===== src/rtl/riscv_pkg.sv =====
// Shared constants and types for the fetch front end.
package riscv_pkg;

    localparam logic [31:0] NOP_INSTR        = 32'h0000_0013;
    localparam logic [31:0] DEFAULT_RESET_PC = 32'h0000_0000;

    typedef enum logic {
        FS_RUN   = 1'b0,
        FS_FAULT = 1'b1
    } fetch_state_e;

endpackage


===== src/rtl/if_stage.sv =====
// Instruction fetch stage: PC register, IF/ID pipeline register with stall,
// redirect and sticky misaligned-redirect fault.
//
//   state    | meaning
//   ---------+-----------------------------------------------------------
//   FS_RUN   | fetching; loads IF/ID when decode frees it, takes redirects
//   FS_FAULT | misaligned redirect seen; frozen until rst
module if_stage
    import riscv_pkg::*;
#(
    parameter int                    DATA_WIDTH = 32,
    parameter logic [DATA_WIDTH-1:0] RESET_PC   = DATA_WIDTH'(DEFAULT_RESET_PC)
) (
    input  logic                  clk,
    input  logic                  rst,
    output logic [DATA_WIDTH-1:0] imem_addr,
    input  logic [DATA_WIDTH-1:0] imem_rdata,
    input  logic                  redirect_valid,
    input  logic [DATA_WIDTH-1:0] redirect_pc,
    input  logic                  id_ready,
    output logic                  id_valid,
    output logic [DATA_WIDTH-1:0] id_instr,
    output logic [DATA_WIDTH-1:0] id_pc,
    output logic [DATA_WIDTH-1:0] id_pc_plus4,
    output logic                  fault,
    output logic [DATA_WIDTH-1:0] fault_pc
);

    localparam logic [DATA_WIDTH-1:0] NOP_W = DATA_WIDTH'(NOP_INSTR);
    localparam logic [DATA_WIDTH-1:0] FOUR  = DATA_WIDTH'(4);

    fetch_state_e          state_q;
    logic [DATA_WIDTH-1:0] pc_q;
    logic                  load;
    logic                  redirect_aligned;

    assign imem_addr        = pc_q;
    assign redirect_aligned = (redirect_pc[1:0] == 2'b00);
    assign load = (state_q == FS_RUN) && !redirect_valid && (!id_valid || id_ready);

    always_ff @(posedge clk) begin
        if (rst) begin
            state_q     <= FS_RUN;
            pc_q        <= RESET_PC;
            id_valid    <= 1'b0;
            id_instr    <= NOP_W;
            id_pc       <= '0;
            id_pc_plus4 <= '0;
            fault       <= 1'b0;
            fault_pc    <= '0;
        end else begin
            case (state_q)
                FS_RUN: begin
                    // Redirect wins over load; the word at the old pc_q is dropped.
                    if (redirect_valid) begin
                        id_valid <= 1'b0;
                        if (redirect_aligned) begin
                            pc_q     <= redirect_pc;
                            id_instr <= NOP_W;
                        end else begin
                            fault    <= 1'b1;
                            fault_pc <= redirect_pc;
                            state_q  <= FS_FAULT;
                        end
                    end else if (load) begin
                        id_valid    <= 1'b1;
                        id_instr    <= imem_rdata;
                        id_pc       <= pc_q;
                        id_pc_plus4 <= pc_q + FOUR;
                        pc_q        <= pc_q + FOUR;
                    end
                end
                FS_FAULT: begin
                    id_valid <= 1'b0;
                end
                default: begin
                    state_q  <= FS_FAULT;
                    id_valid <= 1'b0;
                end
            endcase
        end
    end

endmodule

===== config.mk =====
export PLATFORM = sky130hd
export DESIGN_NAME = if_stage
export DESIGN_NICKNAME = d
export VERILOG_FILES = /design/src/rtl/riscv_pkg.sv /design/src/rtl/if_stage.sv
export SDC_FILE = /design/constraint.sdc
export NUM_CORES = 1
export LEC_CHECK = 0
export CORE_MARGIN = 10
export CORE_UTILIZATION = 45
export CTS_CLUSTER_SIZE = 8
export DETAILED_ROUTE_END_ITERATION = 10
export DONT_BUFFER_PORTS = 1
export SETUP_SLACK_MARGIN = 0.3
export SYNTH_ARGS = -nofsm -noshare
export SYNTH_HDL_FRONTEND = slang
export SYNTH_SLANG_ARGS = --single-unit

===== constraint.sdc =====
create_clock -name clk -period 4.35 [get_ports clk]
set_input_delay 1.0875 -clock clk [delete_from_list [all_inputs] [get_ports clk]]
set_output_delay 1.0875 -clock clk [all_outputs]
set_load 0.02 [all_outputs]

Yosys cells after proc, flatten, opt, wreduce, memory -nomap -nowiden
Index checks and enable logic that the tools add are counted.
{ "totals": {"regBits": 163, "in_bits": 68, "elab_cells": 36} }
{ "classes": {"n_addsub": 1, "eq_ne": 2, "muxes": 12, "bitwise": 3, "n_reduce_logical": 10} }
{ "op_table": {"columns": ["cell", "n"], "rows": [
  ["32-bit 2-to-1 mux", 6],
  ["32-bit by 3-bit adder with 32-bit output (second input constant)", 1],
  ["3-bit AND reduction", 3],
  ["1-bit 2-to-1 mux", 5],
  ["3-bit inequality test (second input constant)", 1],
  ["1-bit inverter", 3],
  ["1-bit logical AND", 2],
  ["1-bit logical NOT", 2],
  ["2-bit logical NOT", 1],
  ["2-bit by 1-bit inequality test with 1-bit output (second input constant)", 1],
  ["1-bit one-hot mux with 2 select lines", 1],
  ["2-bit nonzero test", 1],
  ["1-bit logical OR", 1]
]} }

Longest topological paths before layout
{ "depth": {"word_depth": 6, "depth_mapped": 8, "depth_no_buf": 6} }

Worst setup path after synthesis
Ideal clock, no wire load.
{ "synth_timing": {"path_kind": "input port to flip-flop", "start": "input redirect_valid", "end": "register pc_q[27] (netlist: imem_addr[27])", "setup_ns": 0.134, "arrival_ns": 2.429, "required_time_ns": 4.216, "setup_slack_ns": 1.788, "stages": 7, "path_buffers": 2, "path_cell_list": "clkbuf_1 -> or3b_1 -> and3_1 -> buf_2 -> and3_1 -> a221oi_1 -> o22ai_1"} }
{ "synth_between": {"elab_chain_len": 5} }
{ "synth_lines": {"columns": ["element", "line_no", "text"], "rows": [
  ["start: declaration", "if_stage.sv:18", "input logic redirect_valid,"],
  ["1-bit logical NOT", "if_stage.sv:39", "assign load = (state_q == FS_RUN) && !redirect_valid && (!id_valid || id_ready);"],
  ["1-bit logical AND (2 in series)", "if_stage.sv:39", null],
  ["2-bit nonzero test (no source line)", null, null],
  ["3-bit AND reduction (no source line)", null, null],
  ["end signal: assignment", "if_stage.sv:58", "pc_q <= redirect_pc;"],
  ["end signal: assignment", "if_stage.sv:70", "pc_q <= pc_q + FOUR;"],
  ["end: declaration", "if_stage.sv:33", "logic [DATA_WIDTH-1:0] pc_q;"]
]} }
Parallel ways exist; a longest one is shown, timed or not.
A chain may end at the register's enable or synchronous reset.

Worst setup path in the final report
{ "layout_timing": {"start": "input redirect_pc[0]", "end": "register pc_q[27] (netlist: imem_addr[27])"} }
{ "layout_between": {"elab_chain_len": 3} }
{ "layout_lines": {"columns": ["element", "line_no", "text"], "rows": [
  ["start: declaration", "if_stage.sv:19", "input logic [DATA_WIDTH-1:0] redirect_pc,"],
  ["2-bit logical NOT", "if_stage.sv:38", "assign redirect_aligned = (redirect_pc[1:0] == 2'b00);"],
  ["2-bit by 1-bit inequality test with 1-bit output (no source line)", null, null],
  ["3-bit AND reduction (no source line)", null, null]
]} }
No other way between the ends.

==> impl_metrics.yaml <==
detailed_routing:
  route.met2.wl_mm: 9.74
  routed_wl_mm: 22.1
  drt_iter0_markers: 495
  wire_per_inst_um: 22.2
  wl_met3_mm: 3.14
  vias_per_cell: 6.00
  met1_length_mm: 8.93
  dr.pass1.iters: 5
  drc_errors: 0
  top_layer: "met4"
  antenna_left: 0
  vias: 5967
finish:
  drive_gt1_share_pct: 7.65
  nNetsFinal: 867
  antenna_cells: 0
  final_core_util_pct: 50.5
  area_delta_synth_final_pct: 9.29
  fin_cells: 994
timing:
  slew-limit-headroom_pct: 35.2
  fin_ws_ps: 1680
  post-route-min-period_ps: 2670
  rsz0062_at_grt: "no"
  setup_viol: 0
  min_period_over_period_pct: 61.3
  timing.fmax_mhz: 375
  worst_slew_pin_slew_ps: 971
  clock-skew-final_ps: 8.74
  setup_tns_ps: 0
  hold_viol: 0
  drv_slew: 0
grt:
  grt_pass1_vias: 5727
  grt_start_max_net_pins: 133
  grt_pass1_wl_mm: 34.1
  grt_overflow: 0
  antenna_found_initial: 0
  grtUsageTotal_pct: 21.1
power_and_ir_drop:
  powerDensity_nw_per_um2: 490
  irDropWorstVdd_v: 0.000276
  p_total_mw: 3.61
  p_leak_nw: 2.52
clocking:
  clkTransAtPathRegs_ps: 60
  cts_resized: 0
  postCtsSetupBuffers: 0
  cts_buffers: 17
  clockBufferDepth: 2
  numClockSinks: 161
  cts_root_buf: "clkbuf_16"
  h-tree-depth: 4
  worstSkewPairLatency_ps: 430
  postCtsHoldBufs: 0
  cts_tree: "built"
synthesis:
  synth_ff_type: "dfxtp_1"
  async_reset_ff_share_pct: 0
  synth-seq-cells: 161
  synth_area_per_cell_um2: 7.97
  syn_inst: 847
  syn_area_um2: 6750
  synth_compound_area_share_pct: 19.3
  synthAdderAreaFrac_pct: 0.185
  synthSimpleGateAreaFrac_pct: 24.8
  syn-num-nets: 916
  ys_warn_count: 0
  synthXorXnorAreaFrac_pct: 2.86
  synth_top_family_by_area: "simple AND/OR/NAND/NOR gates"
  ys_seq_area_share_pct: 47.8
  synth_edf_count: 0
  yosysUniqueCellTypes: 61
  synth.area.mux_share_pct: 0.148
placed_design:
  pre_cts_slack_ps: 1300
  io_buffers: 0
  dp_cells: 963
  place.gp.congestion: 0.807
  hpwl_mm: 15.7
floorplanning:
  die_h_um: 142
  die_w_um: 142
  start_util_pct: 46.2
  ioPinCount: 230
  row_count: 44
  dieArea_um2: 20300
  core_area_um2: 14600
worst_hold_path:
  min_path_type: "reg2reg"
setup_path:
  cp-end-kind: "flip-flop"
  crit_fanout: 50
  arrival_ps: 2970
  critPathLaunchType: "input pin"
  cp.required_ps: 4650
  critPathKind: "in2reg"
flow_run:
  drv_cap: 0
status:
  outcome: "completed"
==> final timing paths <==
check            startpoint             to  slack, ps  depth (start not counted)
max          redirect_pc[0]  imem_addr[27]       1680                          5
min                 state_q       id_valid        490                          1
max reg2reg    imem_addr[2]  imem_addr[22]       1700                          6
min reg2reg         state_q       id_valid        490                          1
==> critical path: stages <==
cell	delay [ps]
o21ai_0	310
and3_2	860
o21ai_0	210
a221oi_1	330
o22ai_1	110
==> area by class of cell <==
| cell class | count | area, um2 |
|---|---|---|
| multi-input cells | 604 | 3200 |
| flip-flops and latches | 161 | 3220 |
| repair buffers | 7 | 65.1 |
| fillers | 1374 | 7220 |
| clock buffers | 19 | 443 |
| well taps | 184 | 230 |
| inverters | 7 | 26.3 |
| clock inverters | 12 | 183 |
==> logic make-up after synthesis <==
| group | Yosys count |
|---|---|
| AND/OR/NAND/NOR | 353 |
| adder cells (fa/ha/maj) | 1 |
| AO/OA/AOI/OAI | 227 |
| multiplexers | 1 |
| XOR/XNOR | 22 |
| buffers and inverters | 82 |
| flip-flops | 161 |
==> synthesized netlist by cell type (all sizes together) (4+ instances only) <==
cell type / number / share of area, %
a211oi: 8 / 0.89
a21oi: 126 / 9.3
a311oi: 4 / 0.52
a31oi: 9 / 0.83
a32o: 5 / 0.74
and2: 4 / 0.37
and3: 12 / 1.1
buf: 28 / 1.9
clkbuf: 47 / 2.6
dfxtp: 161 / 48
inv: 7 / 0.39
nand2: 198 / 11
nand3: 50 / 4.0
nand4: 8 / 1.0
nor2: 37 / 2.1
nor3: 12 / 1.2
nor4: 7 / 1.1
o21ai: 47 / 3.5
o31ai: 7 / 0.78
or3: 9 / 0.83
xnor2: 9 / 1.2
xor2: 13 / 1.7
==> report_power, final <==
group | internal [mW] | switching (mW)
Sequential | 1.56 | 0.208
Combinational | 0.0939 | 0.168
Clock | 0.976 | 0.605
==> registers in the layout (all words and copies together) (netlist names) <==
register,flops
fault,1
fault_pc,32
id_instr,32
id_pc,32
id_pc_plus4,30
id_valid,1
imem_addr,32
state_q,1
==> metal layers <==
metal	up-vias	track usage [%]
met4	0	6.28
met3	21	12.1
met1	2817	25.2
met2	288	31.4
li1	2841	-
met5	-	0
==> stage by stage <==
stage / hold slack, ps / instance area (um2)
after floorplan: 445 / 6750
after global placement: 461 / 6750
after detailed placement: 477 / 6750
after CTS: 482 / 7370
after global routing: 513 / 7370
final: 492 / 7370
==> placed cells by master (no fill, tap or decap), drive strengths merged, types with 9 or more instances in the layout <==
cell type    n
o21ai       47
clkbuf      19
nand3       50
or3          9
dfxtp      161
nor3        12
and3        12
nand2      198
a21oi      126
nor2        37
xor2        13
a31oi        9
xnor2        9
Power figures use the tool's default switching activity.
